## src/rtl/hazard_unit.sv

```systemverilog
// ============================================================================
// Module   : hazard_unit
// Brief    : Pipeline stall/flush controller with exception-mask FSM and
//            saturating stall/flush performance counters.
// Revision : 1.0
// ============================================================================
`default_nettype none

module hazard_unit #(
    parameter int CNT_W        = 16,
    parameter int EXC_MASK_CYC = 3
) (
    input  logic             clk,
    input  logic             reset,
    input  logic [4:0]       id_rs,
    input  logic [4:0]       id_rt,
    input  logic             id_uses_rt,
    input  logic             id_is_jr,
    input  logic             id_jump,
    input  logic             ex_memrd,
    input  logic [4:0]       ex_rt,
    input  logic             ex_regwr,
    input  logic [4:0]       ex_wr_addr,
    input  logic             mem_memrd,
    input  logic [4:0]       mem_wr_addr,
    input  logic             ex_branch_taken,
    input  logic             exc_req,
    output logic             pc_write,
    output logic             ifid_write,
    output logic             ifid_flush,
    output logic             idex_hazard,
    output logic             idex_special_hazard,
    output logic             exmem_flush,
    output logic             pc_src_exc,
    output logic             mask_active,
    output logic [CNT_W-1:0] stall_cycles,
    output logic [CNT_W-1:0] flush_events
);

    typedef enum logic [0:0] {
        RUN      = 1'b0,
        EXC_MASK = 1'b1
    } state_t;

    localparam logic [3:0] c_mask_init = 4'(EXC_MASK_CYC - 1);

    state_t           r_state;
    logic [3:0]       r_mcnt;
    logic [CNT_W-1:0] r_stall_cycles;
    logic [CNT_W-1:0] r_flush_events;

    logic w_lu;
    logic w_jrh;
    logic w_stall;
    logic w_p1;
    logic w_p2;
    logic w_p3;
    logic w_p4;

    assign w_lu = ex_memrd && (ex_rt != 5'd0) &&
                  ((ex_rt == id_rs) || (id_uses_rt && (ex_rt == id_rt)));

    assign w_jrh = id_is_jr &&
                   ((ex_regwr  && (ex_wr_addr  != 5'd0) && (ex_wr_addr  == id_rs)) ||
                    (mem_memrd && (mem_wr_addr != 5'd0) && (mem_wr_addr == id_rs)));

    assign w_stall = w_lu || w_jrh;

    // Priority decode; gated by reset so nothing advances while it is held.
    assign w_p1 = reset && (r_state == RUN) && exc_req;
    assign w_p2 = reset && !w_p1 && ex_branch_taken;
    assign w_p3 = reset && !w_p1 && !w_p2 && w_stall;
    assign w_p4 = reset && !w_p1 && !w_p2 && !w_p3 && id_jump;

    always_comb begin
        pc_write            = 1'b0;
        ifid_write          = 1'b0;
        ifid_flush          = 1'b0;
        idex_hazard         = 1'b0;
        idex_special_hazard = 1'b0;
        exmem_flush         = 1'b0;
        pc_src_exc          = 1'b0;
        if (reset) begin
            if (w_p1) begin
                ifid_flush          = 1'b1;
                idex_special_hazard = 1'b1;
                exmem_flush         = 1'b1;
                pc_src_exc          = 1'b1;
                pc_write            = 1'b1;
                ifid_write          = 1'b1;
            end else if (w_p2) begin
                ifid_flush          = 1'b1;
                idex_special_hazard = 1'b1;
                pc_write            = 1'b1;
                ifid_write          = 1'b1;
            end else if (w_p3) begin
                idex_hazard         = 1'b1;
            end else if (w_p4) begin
                ifid_flush          = 1'b1;
                pc_write            = 1'b1;
                ifid_write          = 1'b1;
            end else begin
                pc_write            = 1'b1;
                ifid_write          = 1'b1;
            end
        end
    end

    assign mask_active  = reset && (r_state == EXC_MASK);
    assign stall_cycles = r_stall_cycles;
    assign flush_events = r_flush_events;

    always_ff @(posedge clk or negedge reset) begin
        if (!reset) begin
            r_state        <= RUN;
            r_mcnt         <= 4'd0;
            r_stall_cycles <= '0;
            r_flush_events <= '0;
        end else begin
            case (r_state)
                RUN: begin
                    if (exc_req) begin
                        r_state <= EXC_MASK;
                        r_mcnt  <= c_mask_init;
                    end
                end
                EXC_MASK: begin
                    if (r_mcnt != 4'd0) begin
                        r_mcnt <= r_mcnt - 4'd1;
                    end else begin
                        r_state <= RUN;
                    end
                end
                default: begin
                    r_state <= RUN;
                    r_mcnt  <= 4'd0;
                end
            endcase

            if (w_p3 && !(&r_stall_cycles)) begin
                r_stall_cycles <= r_stall_cycles + 1'b1;
            end
            if ((w_p1 || w_p2 || w_p4) && !(&r_flush_events)) begin
                r_flush_events <= r_flush_events + 1'b1;
            end
        end
    end

endmodule

`default_nettype wire

```

## config.mk

```make
export PLATFORM = sky130hd
export DESIGN_NAME = hazard_unit
export DESIGN_NICKNAME = d
export VERILOG_FILES = /design/src/rtl/hazard_unit.sv
export SDC_FILE = /design/constraint.sdc
export NUM_CORES = 1
export LEC_CHECK = 0
export CAP_MARGIN = 20
export CORE_ASPECT_RATIO = 1.2
export CORE_UTILIZATION = 50
export CTS_BUF_LIST = sky130_fd_sc_hd__clkbuf_8
export CTS_CLUSTER_SIZE = 8
export DETAILED_ROUTE_END_ITERATION = 6
export PLACE_DENSITY_LB_ADDON = 0.15
export SLEW_MARGIN = 5
export SYNTH_ARGS = -nofsm -noshare
export SYNTH_HDL_FRONTEND = slang
export SYNTH_SLANG_ARGS = --single-unit
```

## constraint.sdc

```tcl
create_clock -name clk -period 4.9 [get_ports clk]
set_input_delay 0.98 -clock clk [delete_from_list [all_inputs] [get_ports clk]]
set_output_delay 0.98 -clock clk [all_outputs]
set_load 0.01 [all_outputs]
```

==> metrics.md, run 1 <==
| Metric | Value |
|---|---|
| Status | completed |
| Worst Path Arrival | 3.31 ns |
| Io pins | 75 |
| Max FO, Critical Path | 4 |
| Gr usage total | 23.14% |
| Setup repair bufs after CTS | 0 |
| Worst-Skew Late Latency | 0.28 ns |
| Syn Nets | 249 |
| Max Cap Viol | 0 |
| Vias in the first global route | 1,752 |
| Synth-to-layout area growth | 39.95% |
| HP Start | flush_events[8]$_DFFE_PN0P_ |
| CTS tree | yes |
| Pre-antenna DRT Iters | 4 |
| Yosys Warn Count | 0 |
| GP Congestion | 0.8251 |
| Worst Hold Path EP | flush_events[8]$_DFFE_PN0P_ |
| Buffers on Ports | 74 |
| Share of cells above drive strength 1 | 8.621% |
| Residual DRC count | 0 |
| Hold_buf cts | 0 |
| Busiest grt layer | met2 |
| Tcrit/Tclk final | 87.48% |
| Relative slew slack | 30.07% |
| Final hold vios | 0 |
| WHS Path Cells | 1 |
| Pre-CTS setup slack | 0.6375 ns |
| Die X-Extent | 62.10 µm |
| Crit path capture type | output port |
| Final WL | 4982 µm |
| Met2 Use GR | 40.54% |
| Pwr Density | 336.4 nW/µm² |
| Worst r2r dst | flush_events[1]$_DFFE_PN0P_ |
| Most common cell after layout, fill and taps aside | clkdlybuf4s50_1 |
| Cts repair resizes | 0 |
| Hold Crit Class | flip-flop to flip-flop |
| Core area | 4035 µm² |
| Pin count of the biggest net entering global routing | 25 |
| Die footprint | 4603 µm² |
| Fillers | 307 |
| CP startpoint | id_rs[0] |
| Die Ht | 74.12 µm |
| Post-synth EDFFs | 0 |
| Drt first-iter violations | 65 |
| Global-route wire length before repair | 8438 µm |
| Met3 GRT Util | 4.448% |
| Nets | 327 |
| Fin crit period | 4.286 ns |
| Routed len/inst | 14.48 µm |
| Setup-failing EPs final | 0 |
| Setup Skew | 0.004146 ns |
| Core Rows | 25 |
| Synth Flop Type | dfrtp_1 |
| Post-Syn Area | 2167 µm² |
| Most frequent cells in the layout | clkdlybuf4s50_1 (73), dfrtp_1 (37), xor2_1 (24) |
| Unique masters post-synth | 41 |
| Setup crit start kind | input port |
| FF+latch count, synth | 37 |
| Avg Cell Area, Syn | 10.27 µm² |
| Via count | 1,858 |
| Final count of pins violating max slew | 0 |
| Setup TNS | 0 ns |
| Root buffer cell | clkbuf_8 |
| DPL Wire Length | 3762 µm |
| R2R Path Start | flush_events[2]$_DFFE_PN0P_ |
| Final worst slack | 0.6136 ns |
| Sequential element share of the synthesized area | 42.73% |
| CTS H-tree depth | 2 |
| FF-to-FF setup slack | 2.42 ns |
| Clock Sinks | 37 |
| Antenna viol nets, final | 0 |
| Worst slew pin tran | 1.045 ns |
| DR vias/cell | 5.401 |
| RSZ-0062 raised after global routing | no |
| Starting Density | 53.71% |
| Total gr overflow | 0 |
| Post-Syn Instances | 211 |
| R2R cell count | 6 |
| Met1 Resource Use GR | 29.34% |
| Fmax | 233.3 MHz |
| P_leak | 1.236 nW |
| Antenna violations before repair | 0 |
| Critical Path RT | 3.92 ns |
| # diodes | 0 |
| Setup Crit Path Kind | input port to output port |
| Max clock buf depth | 2 |
| Total CTS buffers | 5 |
| Maximum vdd ir drop | 330.3 µV |
| Reg clk slew, reported paths | 0.07 ns |
| Async S/R FF share, synth | 100.0% |
==> synthesized netlist by cell type (all sizes together) (2+ instances only) <==
cell	count	area, µm²
nor4	9	96.34
nand4	8	50.05
buf	5	36.28
inv	4	15.01
xnor2	22	192.7
nand3	14	70.07
and4	2	17.52
nor2b	4	25.02
and2	4	25.03
nor4b	5	43.79
and3	8	50.05
nand2	19	71.32
nor3	6	30.03
xor2	24	210.2
nor2	11	41.29
a21oi	2	10.01
mux2	5	56.30
ha	3	37.54
dfrtp	37	925.9
o21ai	5	28.77
==> layout make-up <==
class / count / area [µm²] / share of cell area [%]
Sequential cell: 37 / 925.9 / 30.53
Inverter: 4 / 15.01 / 0.4950
Tap cell: 54 / 67.56 / 2.228
Multi-Input combinational cell: 164 / 1186 / 39.11
Timing Repair Buffer: 77 / 758.2 / 25.00
Clock buffer: 5 / 68.82 / 2.269
Clock inverter: 3 / 11.26 / 0.3713
==> worst max-delay path: stages <==
cell	delay (ns)
clkdlybuf4s50_1	0.51
nor4_1	0.33
o21ai_1	0.11
and4_1	0.19
o21ai_2	0.21
and2_1	0.20
nor2_1	0.08
nor2b_1	0.14
clkdlybuf4s50_1	0.55
==> layer usage <==
| metal | up-vias | share of wire, % |
|---|---|---|
| li1 | 909 | - |
| met2 | 64 | 48 |
| met5 | - | 0 |
| met4 | 0 | 0.88 |
| met1 | 879 | 45 |
| met3 | 6 | 6.8 |
==> logic make-up (layout without fill, tap and decap cells) <==
kind of cell    after synthesis  count (layout)  synth area share, %
compound gates               14              14                5.543
buf+inv                      10              89                2.540
xor+xnor                     46              46                18.59
mux                           5               5                2.598
fa+ha+maj                     3               3                1.732
flops                        37              37                42.73
simple gates                 96              96                26.27
==> registers in the layout, summed over array words and instances (netlist names) <==
signal and flops:
r_state 1, r_mcnt 4, flush_events 16, stall_cycles 16
==> worst max path at each step <==
| stage | end | slack (ns) | depth (start not counted) |
|---|---|---|---|
| 2_1_floorplan | pc_write | 1.50 | 6 |
| 3_3_place_gp | ifid_write | 0.64 | 9 |
| 3_5_place_dp | ifid_write | 0.64 | 9 |
| 4_1_cts | ifid_write | 0.61 | 9 |
| 5_1_grt | pc_write | 0.44 | 9 |
| 6_report | ifid_write | 0.61 | 9 |
==> metrics by stage <==
step / utilization (%) / power (W) / hold WS [ns] / cell area (µm²) / std cells
after floorplan: - / 0.0006367 / 0.5154 / 2167 / 211
after global placement: 73.18 / 0.0008174 / 0.4736 / 2953 / 336
after detailed placement: 73.18 / 0.0008282 / 0.4747 / 2953 / 336
after CTS: 75.16 / 0.001029 / 0.4882 / 3033 / 344
after global routing: 75.16 / 0.001083 / 0.5009 / 3033 / 344
final: 75.16 / 0.001020 / 0.4872 / 3033 / 344
==> where the power goes <==
group          leakage (nW)  internal [W]  switching [W]
combinational         0.708      0.000208       0.000164
sequential            0.476      0.000373      0.0000794
clock                0.0519     0.0000948       0.000101
Note: power is estimated with default switching activity, not from simulation.
==> run 2, diff against run 1 <==
--- a/config.mk
+++ b/config.mk
@@ -6,8 +6,10 @@
 export NUM_CORES = 1
 export LEC_CHECK = 0
 export CAP_MARGIN = 20
+export CELL_PAD_IN_SITES_DETAIL_PLACEMENT = 0
+export CELL_PAD_IN_SITES_GLOBAL_PLACEMENT = 2
 export CORE_ASPECT_RATIO = 1.2
-export CORE_UTILIZATION = 50
+export CORE_UTILIZATION = 30
 export CTS_BUF_LIST = sky130_fd_sc_hd__clkbuf_8
 export CTS_CLUSTER_SIZE = 8
 export DETAILED_ROUTE_END_ITERATION = 6
==> run 2 against run 1 <==
Against the previous run:
- core utilization fell by 30 points
- cell count rose by 9.3%
- setup slack got worse by 0.016 ns
- non-clock buffer count did not move
- hold slack improved by 0.0016 ns
- largest power group unchanged
==> metrics.md, run 2 (synthesized netlist as in run 1, its figures left out) <==
| Metric | Value |
|---|---|
| Final Util | 44.67% |
| Share of cells above drive strength 1 | 8.997% |
| Worst slew pin tran | 1.067 ns |
| GP Congestion | 0.7139 |
| CP startpoint | id_rs[0] |
| Crit path max-delay cell type | clkdlybuf4s50_1 |
| Io pins | 75 |
| Pwr Density | 333.6 nW/µm² |
| Met3 GRT Util | 3.254% |
| Worst-Skew Late Latency | 0.28 ns |
| Setup crit end | ifid_write |
| Met2 Use GR | 24.86% |
| Vias in the first global route | 1,794 |
| DP Area | 2994 µm² |
| Setup repair bufs after CTS | 0 |
| Cts repair resizes | 0 |
| Die X-Extent | 79.59 µm |
| Routed len/inst | 14.00 µm |
| Worst Path Arrival | 3.32 ns |
| CTS H-tree depth | 2 |
| DR vias/cell | 4.755 |
| WP buf/inv | 2 |
| Synth-to-layout area growth | 42.15% |
| HP Start | flush_events[10]$_DFFE_PN0P_ |
| Root buffer cell | clkbuf_8 |
| Psw | 0.0003376 W |
| Core Rows | 33 |
| Worst r2r dst | flush_events[1]$_DFFE_PN0P_ |
| Drt first-iter violations | 65 |
| Met1 Resource Use GR | 19.62% |
| Status | completed |
| DPL Wire Length | 3991 µm |
| Tcrit/Tclk final | 87.80% |
| Fmax | 232.4 MHz |
| Setup-failing EPs final | 0 |
| Die footprint | 7569 µm² |
| R2R Path Start | flush_events[2]$_DFFE_PN0P_ |
| Final count of pins violating max slew | 0 |
| Fin crit period | 4.302 ns |
| Clock Sinks | 37 |
| Final WL | 5265 µm |
| Combinational cell fraction of total power | 35.7% |
| Crit-path cells | clkdlybuf4s50_1 -> nor4_1 -> o21ai_1 -> and4_1 -> o21ai_2 -> and2_1 -> nor2_1 -> nor2b_1 -> clkdlybuf4s50_1 |
| Maximum vdd ir drop | 302.7 µV |
| CP top delay family | buffers and inverters |
| Max clock buf depth | 2 |
| Hold_buf cts | 0 |
| Max incr delay on CP | 0.55 ns |
| Starting Density | 31.43% |
| Setup Crit Path Kind | input port to output port |
| Design area | 3080 µm² |
| WHS | 0.4888 ns |
| Residual DRC count | 0 |
| Most frequent cells in the layout | clkdlybuf4s50_1 (73), dfrtp_1 (37), xor2_1 (24) |
| Gr usage total | 15.06% |
| Setup crit start kind | input port |
| Final hold vios | 0 |
| Antenna violations before repair | 0 |
| Power, Total | 0.001028 W |
| Max Cap Viol | 0 |
| CTS tree | yes |
| Buffers on Ports | 74 |
| Pin count of the biggest net entering global routing | 29 |
| Setup TNS | 0 ns |
| Core area | 6895 µm² |
| Antenna viol nets, final | 0 |
| Setup Skew | 0.003809 ns |
| Worst path depth | 9 |
| Pint | 0.0006900 W |
| Global-route wire length before repair | 8832 µm |
| Nets | 327 |
| FF-to-FF setup slack | 2.38 ns |
| Most common cell after layout, fill and taps aside | clkdlybuf4s50_1 |
| Via count | 1,788 |
| Total CTS buffers | 5 |
| Switching share of power | 32.85% |
| Pre-antenna DRT Iters | 4 |
| Die Ht | 95.11 µm |
| Clk pwr share | 20.2% |
| Share of power burned in registers | 44.1% |
| Busiest grt layer | met2 |
| Crit path capture type | output port |
| RSZ-0062 raised after global routing | no |
| Max FO, Critical Path | 4 |
| Reg clk slew, reported paths | 0.07 ns |
| P_leak | 1.233 nW |
| Critical Path RT | 3.92 ns |
| Hold Crit Class | flip-flop to flip-flop |
| Relative slew slack | 28.61% |
| R2R cell count | 6 |
| # diodes | 0 |
| Most frequent CP cell | clkdlybuf4s50_1 |
| Total gr overflow | 0 |
[run 2: area by class of cell]
class / count / area, µm²
repair buffers: 77 / 758.2
well taps: 87 / 108.9
fillers: 672 / 3815
flip-flops and latches: 37 / 925.9
clock buffers: 6 / 82.58
multi-input cells: 164 / 1186
clock inverters: 1 / 3.754
inverters: 4 / 15.01
[run 2: layer usage]
layer	up-vias	share of wire, %
met4	0	1.3
li1	898	-
met2	61	46
met1	823	45
met5	-	0
met3	6	7.9
[run 2: worst min path at each step]
stage / end / depth (start not counted) / slack, ns
4_1_cts: flush_events[10]$_DFFE_PN0P_ / 1 / 0.49
3_5_place_dp: flush_events[10]$_DFFE_PN0P_ / 1 / 0.48
2_1_floorplan: flush_events[10]$_DFFE_PN0P_ / 1 / 0.52
6_report: flush_events[10]$_DFFE_PN0P_ / 1 / 0.49
3_3_place_gp: flush_events[10]$_DFFE_PN0P_ / 1 / 0.48
5_1_grt: flush_events[10]$_DFFE_PN0P_ / 1 / 0.51
[run 2: per-stage QoR]
step	instances	worst slack (ns)
finish	376	0.5979
global route	376	0.3698
CTS	376	0.5587
detailed placement	369	0.5680
global placement	369	0.5991
floorplan	211	1.499
[run 2: power by group through the flow]
stage	sequential (W)	combinational [W]	clock, W
6_report	0.000453	0.000367	0.000207
5_1_grt	0.000470	0.000411	0.000231
4_1_cts	0.000455	0.000374	0.000219
3_5_place_dp	0.000460	0.000372	0
3_3_place_gp	0.000461	0.000371	0
2_1_floorplan	0.000461	0.000176	0
==> run 3, diff against run 2 <==
--- a/config.mk
+++ b/config.mk
@@ -9,6 +9,7 @@
 export CELL_PAD_IN_SITES_DETAIL_PLACEMENT = 0
 export CELL_PAD_IN_SITES_GLOBAL_PLACEMENT = 2
 export CORE_ASPECT_RATIO = 1.2
+export CORE_MARGIN = 4
 export CORE_UTILIZATION = 30
 export CTS_BUF_LIST = sky130_fd_sc_hd__clkbuf_8
 export CTS_CLUSTER_SIZE = 8
==> run 3 against run 2 <==
Against the previous run:
- fmax down 0.69%
- first-iteration DRC count decreased by 4.6%
- sequential share of layout area shrank 0.073 points
- count of clock-buffer cells in the layout did not move
- die area increased by 14%
- critical path type unchanged
- highest routed layer unchanged
==> metrics.md, run 3 (synthesized netlist as in run 1, its figures left out) <==
| Metric | Value |
|---|---|
| Pint | 0.0006914 W |
| Die X-Extent | 85.59 µm |
| Share of power burned in registers | 43.4% |
| Global-route wire length before repair | 9715 µm |
| Fmax | 230.8 MHz |
| Antenna violations before repair | 0 |
| # diodes | 0 |
| Share of cells above drive strength 1 | 9.310% |
| Nets | 328 |
| DR vias/cell | 4.833 |
| Total CTS buffers | 5 |
| Critical Path RT | 3.92 ns |
| Max clock buf depth | 2 |
| Setup Crit Path Kind | input port to output port |
| Reg clk slew, reported paths | 0.07 ns |
| Crit-path cells | clkdlybuf4s50_1 -> nor4_1 -> o21ai_1 -> and4_1 -> o21ai_2 -> and2_1 -> nor2_1 -> nor2b_1 -> clkdlybuf4s50_1 |
| Most common cell after layout, fill and taps aside | clkdlybuf4s50_1 |
| RSZ-0062 raised after global routing | no |
| Synth-to-layout area growth | 42.49% |
| Via count | 1,822 |
| Buffers on Ports | 74 |
| Pwr Density | 336.1 nW/µm² |
| Psw | 0.0003463 W |
| Setup-failing EPs final | 0 |
| Cts repair resizes | 0 |
| Final WL | 5703 µm |
| Most frequent CP cell | clkdlybuf4s50_1 |
| Maximum vdd ir drop | 208.1 µV |
| P_leak | 1.238 nW |
| Pin count of the biggest net entering global routing | 25 |
| Antenna viol nets, final | 0 |
| Final count of pins violating max slew | 0 |
| Residual DRC count | 0 |
| CTS H-tree depth | 2 |
| Setup crit start kind | input port |
| Clock Sinks | 37 |
| Core Rows | 33 |
| Vias in the first global route | 1,948 |
| Hold Crit Class | flip-flop to flip-flop |
| Status | completed |
| CTS tree | yes |
| Pre-antenna DRT Iters | 4 |
| Core area | 6937 µm² |
| Combinational cell fraction of total power | 35.9% |
| Clk pwr share | 20.7% |
| Total gr overflow | 0 |
| Drt first-iter violations | 62 |
| Final hold vios | 0 |
| Setup Skew | 0.005471 ns |
| Hold_buf cts | 0 |
| Tcrit/Tclk final | 88.40% |
| Worst-Skew Late Latency | 0.29 ns |
| Die Ht | 101.1 µm |
| Setup repair bufs after CTS | 0 |
| Worst slew pin tran | 1.049 ns |
| Crit path capture type | output port |
| Starting Density | 31.24% |
| Power, Total | 0.001038 W |
| GP Congestion | 0.7882 |
| Crit path max-delay cell type | clkdlybuf4s50_1 |
| Fin crit period | 4.332 ns |
| Setup TNS | 0 ns |
| WP buf/inv | 2 |
| Max FO, Critical Path | 4 |
| Relative slew slack | 29.79% |
| Max incr delay on CP | 0.55 ns |
| CP top delay family | buffers and inverters |
| Worst Path Arrival | 3.35 ns |
| Gr usage total | 14.05% |
| DPL Wire Length | 4348 µm |
| Max Cap Viol | 0 |
| Most frequent cells in the layout | clkdlybuf4s50_1 (73), dfrtp_1 (37), xor2_1 (24) |
| Io pins | 75 |
| Routed len/inst | 15.13 µm |
| Root buffer cell | clkbuf_8 |
| Switching share of power | 33.37% |
| Die footprint | 8653 µm² |
==> run 3: cell count changes in the layout (fill, tap and decap cells not counted) <==
cell   before  now
buf_4       3    4
==> run 3: layout make-up <==
type	count	area (µm²)
clock buffer	6	82.58
clock inverter	1	3.754
fill	682	3849
inverter	4	15.01
multi-input combinational	164	1186
sequential	37	925.9
tap	87	108.9
timing repair buffer	78	765.7
==> run 3: through the flow <==
step / std cells / util, % / setup slack (ns) / hold slack, ns / instance area [µm²]
floorplan: 211 / - / 1.499 / 0.5154 / 2167
global placement: 370 / 43.27 / 0.6090 / 0.4741 / 3002
detailed placement: 370 / 43.27 / 0.5654 / 0.4768 / 3002
CTS: 377 / 44.52 / 0.5488 / 0.4906 / 3088
global route: 377 / 44.52 / 0.4152 / 0.5164 / 3088
finish: 377 / 44.52 / 0.5682 / 0.4894 / 3088
==> run 3: path summary, 6_finish.rpt <==
| kind | to | slack, ns | depth (start not counted) | startpoint |
|---|---|---|---|---|
| worst max-delay path | pc_write | 0.57 | 9 | id_rs[0] |
| worst min-delay path | flush_events[8]$_DFFE_PN0P_ | 0.49 | 1 | flush_events[8]$_DFFE_PN0P_ |
| worst max register to register | flush_events[1]$_DFFE_PN0P_ | 2.40 | 6 | flush_events[2]$_DFFE_PN0P_ |
| worst min register to register | flush_events[8]$_DFFE_PN0P_ | 0.49 | 1 | flush_events[8]$_DFFE_PN0P_ |
| max in group asynchronous | flush_events[1]$_DFFE_PN0P_ | 3.93 | 2 | reset |
| min in group asynchronous | stall_cycles[1]$_DFFE_PN0P_ | 0.69 | 2 | reset |
==> run 3: layer usage <==
layer	global-route usage [%]	up-vias	wire length, µm
li1	-	899	-
met1	18.50	858	2580
met2	22.49	59	2678
met3	3.598	6	368
met4	4.750	0	75
met5	0	-	0
==> run 3: power groups by stage <==
stage	clock network, W	logic (W)	registers (W)
after floorplan	0	0.000176	0.000461
after global placement	0	0.000374	0.000458
after detailed placement	0	0.000379	0.000458
after CTS	0.000226	0.000380	0.000453
after global routing	0.000242	0.000418	0.000468
final	0.000215	0.000372	0.000451
==> run 3: worst reg2reg max path, cell delays in order, from the launching register on <==
cell     delay (ns)
dfrtp_1        0.43
nand3_1        0.14
nor2_1         0.30
nand4_1        0.19
nor2_1         0.84
nor2_1         0.16
mux2_2         0.32
==> patch (config.mk and constraints of run 1) <==
Set the parameter `CNT_W` to 32 (it was 16).
--- a/src/rtl/hazard_unit.sv
+++ b/src/rtl/hazard_unit.sv
@@ -8,5 +8,5 @@
 
 module hazard_unit #(
-    parameter int CNT_W        = 16,
+    parameter int CNT_W        = 32,
     parameter int EXC_MASK_CYC = 3
 ) (
Interface: changed (resized flush_events and stall_cycles); port bits go from 75 to 107. No check against the original RTL was run, so the function may have changed too.
==> patch against run 1 <==
  * Power increased by 52%
  * Sequential cell count rose by 32
  * Utilization down 4.9 points
  * Non-clock buffer count rose by 31
  * Routed wire length is 72% higher
  * Sequential power up 51%
  * Design area grew 68%
  * Worst setup slack improved by 0.046 ns
  * Sequential share of layout area rose by 3.4 points
  * Synthesized area is 71% higher
  * Critical endpoint is now pc_write
  * Highest routed layer unchanged
==> patch: results (changes against run 1) <==
| Metric | Value |
|---|---|
| Setup ws final | 0.6595 ns (+0.04590 ns) |
| Nets | 515 (+57%) |
| Number of global-route vias before repair | 2985 (+70%) |
| Worst hold path class | in2async |
| Clock slew at reported path FFs | 0.07 ns (about the same) |
| Synth area leaders | dfrtp_1, xor2_1, xnor2_1 |
| H-tree levels | 3 (+1) |
| Layout cells sized above 1 | 8.108% (-0.51 points) |
| Placer Congestion | 0.8039 (-2.6%) |
| Leakage | 2.190 nW (+77%) |
| VDD IR max | 307.9 uV (-6.8%) |
| Mapped Nets | 403 (+62%) |
| Max clock buf depth | 2 (unchanged) |
| Clock latency on the worst-skew pair | 0.34 ns (+0.06 ns) |
| Global-route wire length before repair | 13890 um (+65%) |
| Status | complete, no violations |
| Synth cell types | 43 (+4.9%) |
| Critical Path Slowest Stage Cell | or4_1 |
| Crit path DAT | 3.26 ns (-0.05 ns) |
| Port bufs | 106 (+43%) |
| CTS Buf Count | 9 (+4) |
| Hold_ws | 0.4547 ns (-0.03252 ns) |
| Filler cells | 581 (+89%) |
| Setup slack, reg-to-reg | 2.34 ns (-0.08 ns) |
| Register area share after synthesis | 46.59% (+3.9 points) |
| Wire length per cell | 15.01 um (+3.6%) |
| Total track usage | 23.67% (+0.52 points) |
| CP max stage delay | 0.57 ns (+0.02 ns) |
| Synthesized area per cell | 10.15 um^2 (-1.1%) |
| Commonest cells post-synth | dfrtp_1, xor2_1, xnor2_1 |
| First DRT Iteration DRCs | 136 (+110%) |
| Largest net degree at the start of global routing | 51 (+100%) |
| Slew headroom | 52.62% (+23 points) |
| DP Area | 4840 um^2 (+64%) |
| Root Buffer | clkbuf_8 |
| DP Worst Slack | 0.6427 ns (+0.005143 ns) |
| Dpl hpwl | 6380 um (+70%) |
| Crit Path Max Fanout | 6 (+2) |
| Clock Skews | 0.01123 ns (+0.007081 ns) |
| NetSw | 0.4157 mW (+21%) |
| Vias | 3096 (+67%) |
## patch: layout make-up
type                            instances  area [um^2]  area share, %
Clock inverter                          5        107.6          2.116
Multi-Input combinational cell        278         1888          37.13
Clock buffer                           10        137.6          2.707
Sequential cell                        69         1727          33.96
Timing Repair Buffer                  108         1071          21.06
Inverter                               11        41.29         0.8120
Tap cell                               90        112.6          2.215
## patch: path summary, 6_finish.rpt
check / to / startpoint / cells past startpoint
hold reg to reg: flush_events[29] / flush_events[29] / 1
min in group clk: flush_events[29] / flush_events[29] / 1
hold / removal: r_mcnt[2] / reset / 1
setup reg to reg: stall_cycles[17] / r_state / 6
setup / recovery: pc_write / ex_rt[1] / 7
max in group asynchronous: flush_events[18] / reset / 2
## patch: logic make-up after synthesis
kind of cell               after synthesis  share of synthesized area, %
buffers and inverters                   18                         2.464
xor gates and xnor gates                80                         18.91
AOI/OAI and AO/OA                       16                         3.680
DFF                                     69                         46.59
adders and majority gates                3                         1.013
and+or+nand+nor                        176                         26.44
muxes                                    3                        0.9115
## patch: through the flow
step           instances  total power [mW]
6_report             571             1.552
5_1_grt              571             1.627
4_1_cts              571             1.567
3_5_place_dp         556            0.9985
3_3_place_gp         556            0.9873
2_1_floorplan        365            0.8438
## patch: power by group through the flow
stage          Clock, mW  Sequential [mW]  Combinational (mW)
6_report           0.567            0.684               0.301
2_1_floorplan          0            0.697               0.147
3_5_place_dp           0            0.695               0.303
3_3_place_gp           0            0.693               0.295
4_1_cts            0.576            0.685               0.306
5_1_grt            0.602            0.694               0.331
## patch: critical path, delay by kind of cell
kind	cells	cell delay [ns]
simple gates	3	0.90
buf+inv	2	1.01
compound gates	2	0.37
## patch: metal layers
layer / GRT usage [%] / vias up / routed length (um)
met2: 41.24 / 76 / 4369
met5: 0 / - / 0
met3: 7.299 / 18 / 435
li1: - / 1491 / -
met1: 26.94 / 1511 / 3572
met4: 9.226 / 0 / 193
